$ cat config.mk
export PLATFORM = sky130hd
export DESIGN_NAME = seg_scan_driver
export DESIGN_NICKNAME = d
export VERILOG_FILES = /design/src/rtl/seg_pkg.sv /design/src/rtl/bcd_to_seg.sv /design/src/rtl/seg_scan_driver.sv
export SDC_FILE = /design/constraint.sdc
export NUM_CORES = 1
export LEC_CHECK = 0
export ABC_AREA = 1
export BUFFER_PORTS_ARGS = -buffer_cell sky130_fd_sc_hd__buf_2
export CAP_MARGIN = 20
export CORE_UTILIZATION = 35
export CTS_CLUSTER_DIAMETER = 40
export DETAILED_ROUTE_END_ITERATION = 10
export SLEW_MARGIN = 25
export SYNTH_ARGS = -nofsm -noshare
export SYNTH_HDL_FRONTEND = slang
export SYNTH_SLANG_ARGS = --single-unit
$ cat constraint.sdc
create_clock -name clk -period 1.68 [get_ports clk]
set_input_delay 0.084 -clock clk [delete_from_list [all_inputs] [get_ports clk]]
set_output_delay 0.084 -clock clk [all_outputs]
set_load 0.03 [all_outputs]
$ cat src/rtl/seg_pkg.sv
// ============================================================================
// Module      : seg_pkg
// Description : Shared constants and helpers for the 7-segment scan driver.
// Revision    : 1.0 - initial release
// ============================================================================
`default_nettype none

package seg_pkg;

    localparam int DIGIT_W = 4;

    // Active-low glyphs, bit order {g,f,e,d,c,b,a}
    localparam logic [6:0] SEG_0     = 7'h40;
    localparam logic [6:0] SEG_1     = 7'h79;
    localparam logic [6:0] SEG_2     = 7'h24;
    localparam logic [6:0] SEG_3     = 7'h30;
    localparam logic [6:0] SEG_4     = 7'h19;
    localparam logic [6:0] SEG_5     = 7'h12;
    localparam logic [6:0] SEG_6     = 7'h02;
    localparam logic [6:0] SEG_7     = 7'h78;
    localparam logic [6:0] SEG_8     = 7'h00;
    localparam logic [6:0] SEG_9     = 7'h10;
    localparam logic [6:0] SEG_DASH  = 7'h3F;
    localparam logic [6:0] SEG_BLANK = 7'h7F;

    // Never returns less than 1 so a degenerate count still gets a real vector
    function automatic int seg_clog2(input int value);
        int w;
        w = 0;
        for (int v = value - 1; v > 0; v = v >> 1) begin
            w++;
        end
        return (w < 1) ? 1 : w;
    endfunction

endpackage

`default_nettype wire

$ cat src/rtl/bcd_to_seg.sv
// ============================================================================
// Module      : bcd_to_seg
// Description : Combinational 4-bit code to active-low 7-segment pattern.
// Revision    : 1.0 - initial release
// ============================================================================
`default_nettype none

module bcd_to_seg
    import seg_pkg::*;
(
    input  logic [3:0] i_code,
    output logic [6:0] o_seg
);

    always_comb begin
        o_seg = SEG_BLANK;
        case (i_code)
            4'd0:    o_seg = SEG_0;
            4'd1:    o_seg = SEG_1;
            4'd2:    o_seg = SEG_2;
            4'd3:    o_seg = SEG_3;
            4'd4:    o_seg = SEG_4;
            4'd5:    o_seg = SEG_5;
            4'd6:    o_seg = SEG_6;
            4'd7:    o_seg = SEG_7;
            4'd8:    o_seg = SEG_8;
            4'd9:    o_seg = SEG_9;
            4'd10:   o_seg = SEG_DASH;
            default: o_seg = SEG_BLANK;
        endcase
    end

endmodule

`default_nettype wire

$ cat src/rtl/seg_scan_driver.sv
// ============================================================================
// Module      : seg_scan_driver
// Description : Multiplexed common-anode 7-segment driver with prescaler,
//               double-buffered load handshake, ghost blanking, frame strobe.
//               Optional macro SEG_LEAD_ZERO_BLANK_EN blanks leading zeros.
// Revision    : 1.0 - initial release
// ============================================================================
`default_nettype none

module seg_scan_driver
    import seg_pkg::*;
#(
    parameter int NUM_DIGITS   = 4,
    parameter int REFRESH_DIV  = 100_000,
    parameter int BLANK_CYCLES = 1_000
) (
    input  logic                          clk,
    input  logic                          reset,
    input  logic                          load,
    input  logic [DIGIT_W*NUM_DIGITS-1:0] digits_in,
    input  logic [NUM_DIGITS-1:0]         dp_in,
    output logic                          load_ready,
    output logic [NUM_DIGITS-1:0]         an,
    output logic [6:0]                    seg,
    output logic                          dp,
    output logic                          frame_done
);

    localparam int CNT_W = seg_clog2(REFRESH_DIV);
    localparam int IDX_W = seg_clog2(NUM_DIGITS);

    localparam logic [CNT_W-1:0] c_last_cnt  = CNT_W'(REFRESH_DIV - 1);
    localparam logic [CNT_W-1:0] c_pre_last  = CNT_W'(REFRESH_DIV - 2);
    localparam logic [CNT_W-1:0] c_blank_end = CNT_W'(BLANK_CYCLES - 1);
    localparam logic [IDX_W-1:0] c_last_idx  = IDX_W'(NUM_DIGITS - 1);

    localparam logic [0:0] ST_BLANK = 1'b0;
    localparam logic [0:0] ST_SHOW  = 1'b1;

    logic [CNT_W-1:0]                r_slot_cnt;
    logic [IDX_W-1:0]                r_idx;
    logic [0:0]                      r_state;
    logic [DIGIT_W*NUM_DIGITS-1:0]   r_shadow_dig;
    logic [NUM_DIGITS-1:0]           r_shadow_dp;
    logic [DIGIT_W*NUM_DIGITS-1:0]   r_disp_dig;
    logic [NUM_DIGITS-1:0]           r_disp_dp;
    logic                            r_pending;
    logic [NUM_DIGITS-1:0]           r_an;
    logic [6:0]                      r_seg;
    logic                            r_dp;
    logic                            r_frame_done;

    logic                            w_slot_end;
    logic                            w_frame_end;
    logic                            w_accept;
    logic [DIGIT_W-1:0]              w_digit [NUM_DIGITS];
    logic [NUM_DIGITS-1:0]           w_an_sel;
    logic [DIGIT_W-1:0]              w_code;
    logic [6:0]                      w_seg;
    logic                            w_dp_sel;

    assign w_slot_end  = (r_slot_cnt == c_last_cnt);
    assign w_frame_end = w_slot_end && (r_idx == c_last_idx);
    assign w_accept    = load && !r_pending;

    always_comb begin
        for (int i = 0; i < NUM_DIGITS; i++) begin
            w_digit[i]  = r_disp_dig[i*DIGIT_W +: DIGIT_W];
            w_an_sel[i] = (r_idx == IDX_W'(i));
        end
    end

`ifdef SEG_LEAD_ZERO_BLANK_EN
    logic [NUM_DIGITS-1:0] w_lead_blank;
    logic                  w_run;

    // Digit 0 is never blanked so an all-zero value still reads "0"
    always_comb begin
        w_lead_blank = '0;
        w_run        = 1'b1;
        for (int i = NUM_DIGITS - 1; i > 0; i--) begin
            w_run           = w_run && (w_digit[i] == '0);
            w_lead_blank[i] = w_run;
        end
    end

    assign w_code = w_lead_blank[r_idx] ? 4'hF : w_digit[r_idx];
`else
    assign w_code = w_digit[r_idx];
`endif

    assign w_dp_sel = r_disp_dp[r_idx];

    bcd_to_seg u_bcd_to_seg (
        .i_code (w_code),
        .o_seg  (w_seg)
    );

    always_ff @(posedge clk or negedge reset) begin
        if (!reset) begin
            r_slot_cnt <= '0;
            r_idx      <= '0;
            r_state    <= ST_BLANK;
        end else begin
            if (w_slot_end) begin
                r_slot_cnt <= '0;
                r_idx      <= (r_idx == c_last_idx) ? '0 : r_idx + IDX_W'(1);
                r_state    <= ST_BLANK;
            end else begin
                r_slot_cnt <= r_slot_cnt + CNT_W'(1);
                if (r_slot_cnt == c_blank_end) begin
                    r_state <= ST_SHOW;
                end
            end
        end
    end

    // Accept needs !r_pending, so a load on the boundary cycle waits a frame
    always_ff @(posedge clk or negedge reset) begin
        if (!reset) begin
            r_shadow_dig <= '0;
            r_shadow_dp  <= '0;
            r_disp_dig   <= '0;
            r_disp_dp    <= '0;
            r_pending    <= 1'b0;
        end else begin
            if (w_frame_end && r_pending) begin
                r_disp_dig <= r_shadow_dig;
                r_disp_dp  <= r_shadow_dp;
                r_pending  <= 1'b0;
            end
            if (w_accept) begin
                r_shadow_dig <= digits_in;
                r_shadow_dp  <= dp_in;
                r_pending    <= 1'b1;
            end
        end
    end

    always_ff @(posedge clk or negedge reset) begin
        if (!reset) begin
            r_an         <= '1;
            r_seg        <= SEG_BLANK;
            r_dp         <= 1'b1;
            r_frame_done <= 1'b0;
        end else begin
            // Lookahead so the registered strobe lands on the boundary cycle
            r_frame_done <= (r_slot_cnt == c_pre_last) && (r_idx == c_last_idx);
            if (r_state == ST_SHOW) begin
                r_an  <= ~w_an_sel;
                r_seg <= w_seg;
                r_dp  <= ~w_dp_sel;
            end else begin
                r_an  <= '1;
                r_seg <= SEG_BLANK;
                r_dp  <= 1'b1;
            end
        end
    end

    assign load_ready = ~r_pending;
    assign an         = r_an;
    assign seg        = r_seg;
    assign dp         = r_dp;
    assign frame_done = r_frame_done;

endmodule

`default_nettype wire
==> results.sh <==
export IMPL_r2r_slack_ps=140
export IMPL_diodes=0
export IMPL_synth_edf_count=0
export IMPL_max_slew_margin_pct=67.3
export IMPL_place_congestion=0.826
export IMPL_fmax_mhz=651
export IMPL_cts_sinks=74
export IMPL_synthesis_nets=431
export IMPL_drv_slew=0
export IMPL_power_share_combinational_pct=4.9
export IMPL_intPower_mw=2.49
export IMPL_path_clk_slew_ps=80
export IMPL_htreeDepth=3
export IMPL_async_flop_share_pct=100
export IMPL_cts_root_buf="clkbuf_8"
export IMPL_hold_violations=0
export IMPL_status="complete, no violations"
export IMPL_grt_usage_pct=15.1
export IMPL_critPathLaunch="r_slot_cnt[1]"
export IMPL_cp_arrival_ps=1830
export IMPL_post_route_period_util_pct=91.4
export IMPL_ys_top_cells_by_area="dfrtp_1, nand2_1, dfstp_2"
export IMPL_die_height_um=104
export IMPL_sequentialPowerShare_pct=57.1
export IMPL_synth_area_leader_cell="dfrtp_1"
export IMPL_clk_latency_ps=350
export IMPL_vias=2794
export IMPL_num_io_pins=37
export IMPL_drt_initial_drc_count=62
export IMPL_first_pass_iters=4
export IMPL_powerDensity_nw_per_um2=736
export IMPL_rsz0062_at_grt="no"
export IMPL_synthTopCellsByCount="nand2_1, dfrtp_1, nor2_1"
export IMPL_synth_cell_type_count=31
export IMPL_whs_ps=235
export IMPL_clkPwrFrac_pct=38.0
export IMPL_fin_crit_ps=1540
export IMPL_antenna_found_initial=0
export IMPL_vias_per_cell=4.61
export IMPL_synth_cells=397
export IMPL_coreArea_um2=9910
export IMPL_yosysSeqAreaShare_pct=51.7
export IMPL_critPathLaunchType="flip-flop"
export IMPL_synth_seq_cells=74
export IMPL_drive_gt1_share_pct=26.0
export IMPL_drv_cap=0
export IMPL_switchingPower_mw=0.786
export IMPL_worstPathRequired_ps=1970
export IMPL_initial_utilization_pct=36.5
export IMPL_worstMarginPinSlew_ps=491
export IMPL_grt_pass1_wl_mm=13.1
export IMPL_clk_path_buf_depth=2
export IMPL_dp_hpwl_mm=5.44
export IMPL_finalWirelength_mm=7.37
export IMPL_area_growth_pct=23.1
export IMPL_worstReg2RegEnd="r_disp_dp[0]"
export IMPL_syn_cell_area_um2=3610
export IMPL_yosysWarnings=0
export IMPL_portBuffers=36
export IMPL_ff2ff_path_depth=8
export IMPL_die_w_um=104
export IMPL_rows=36
export IMPL_cp_end_kind="flip-flop"
export IMPL_die_area_um2=10700
export IMPL_cp_slowest_cell="dfrtp_1"
export IMPL_setup_viol=0
export IMPL_grt_pass1_vias=2867
export IMPL_skew_ps=9.48
export IMPL_ant_nets=0
export IMPL_worstPathMaxFanout=20
export IMPL_hold_class="primary input to async pin"
export IMPL_avgRoutedWirePerCell_um=12.2
export IMPL_cp_endpoint="r_disp_dp[0]"
export IMPL_synth_top_area_share_pct=42.9
export IMPL_cts_tree="built"
export IMPL_yosys_cell_count_top_type="nand2_1"
export IMPL_syn_mean_instance_area_um2=9.10
export IMPL_p_leak_nw=2.19
export IMPL_fin_setup_tns_ps=0
export IMPL_peakVddDrop_uv=452
export IMPL_swShare_pct=24.0
export IMPL_synth_flop_cell="dfrtp_1"
export IMPL_grt_start_max_net_pins=31
export IMPL_r2r_start="r_slot_cnt[1]"
export IMPL_fin_nets=502
export IMPL_critical_path_class="flip-flop to flip-flop"
export IMPL_worstPathCellList="ha_1, nand2_2, nor2_4, inv_2, nor2_8, buf_8, nand4_1, nand2_1"
export IMPL_grt_ovfl_total=0
export IMPL_design_area_um2=4450
export IMPL_slowest_delay_ps=380
export IMPL_postPlaceCellArea_um2=3990
export IMPL_cts_buffers=9
export IMPL_drc_errors=0
[per-stage QoR]
stage / power, mW / instances / utilization (%) / setup slack, ps
CTS: 3.33 / 603 / 44.3 / 35.2
floorplan: 1.94 / 397 / - / 179
detailed placement: 2.03 / 565 / 40.3 / 52.5
global route: 3.43 / 606 / 44.9 / 9.43
finish: 3.27 / 606 / 44.9 / 145
global placement: 2.02 / 565 / 40.3 / 122
[critical path: cells and delay by family (launching register included)]
kind | cells | cell delay [ps]
fa+ha+maj | 1 | 190
buf+inv | 2 | 260
flops | 1 | 380
simple gates | 5 | 650
[registers in the layout, summed over array words and instances (netlist names)]
signal        cells
r_slot_cnt       17
r_disp_dig       16
r_shadow_dig     16
seg               7
an                4
r_disp_dp         4
r_shadow_dp       4
r_idx             2
dp                1
frame_done        1
r_pending         1
r_state           1
[worst min path at each step]
stage / slack [ps] / end / cells past startpoint
detailed placement: 80 / r_slot_cnt[13] / 1
global route: 260 / r_shadow_dp[2] / 2
CTS: 240 / r_shadow_dp[2] / 2
floorplan: -210 / frame_done / 0
finish: 230 / r_slot_cnt[13] / 2
global placement: 80 / r_slot_cnt[13] / 1
[power by group through the flow]
stage / Clock [mW] / Combinational, mW / Sequential [mW]
floorplan: 0 / 0.0477 / 1.89
global placement: 0 / 0.121 / 1.90
detailed placement: 0 / 0.127 / 1.90
CTS: 1.30 / 0.165 / 1.87
global route: 1.37 / 0.183 / 1.87
finish: 1.25 / 0.161 / 1.87
[layer usage]
metal  share of wire (%)  vias up  routed length [um]  global-route usage [%]
li1                    -     1443                   -                       -
met1                  49     1294                3600                    19.4
met2                  46       46                3410                    24.5
met3                 3.1       11                 225                    3.71
met4                 1.8        0                 132                    6.00
met5                   0        -                   0                       0
[cell usage in the layout (no fill, tap or decap), types with 5 or more instances in the layout]
| cell type | netlist | routed |
|---|---|---|
| dfstp_2 | 12 | 12 |
| o21ai_0 | 5 | 5 |
| ha_1 | 11 | 11 |
| nand4_1 | 24 | 24 |
| nand2_2 | 4 | 6 |
| inv_2 | 6 | 6 |
| clkbuf_8 | 0 | 9 |
| mux2_2 | 20 | 20 |
| nor2_1 | 39 | 39 |
| inv_1 | 30 | 29 |
| buf_2 | 3 | 36 |
| xor2_1 | 6 | 6 |
| buf_4 | 5 | 9 |
| nand3_1 | 33 | 33 |
| nand2_1 | 109 | 107 |
| dfrtp_1 | 62 | 61 |
| dlygate4sd3_1 | 0 | 22 |
[timing repair]
item / CTS / global route
hold endpoints to repair: 35 / 0
resized for setup: 0 / 11
setup buffers: 0 / 2
setup endpoints to repair: 0 / 27
hold buffers: 22 / 0
[cell type report]
type,instances,area (um^2)
multi-input combinational,275,1550
inverter,36,138
clock buffer,10,128
tap,133,166
clock inverter,6,50.0
fill,974,5460
sequential,74,1870
timing repair buffer,72,549
[cells by family (layout without fill, tap and decap cells)]
family	Yosys count	count (layout)	synth area share [%]
adder cells (fa/ha/maj)	11	11	3.81
buffers and inverters	49	124	6.13
AND/OR/NAND/NOR	225	226	29.0
XOR/XNOR	6	6	1.45
multiplexers	20	20	6.23
flip-flops	74	74	51.7
AO/OA/AOI/OAI	12	12	1.70
Power figures use the tool's default switching activity.
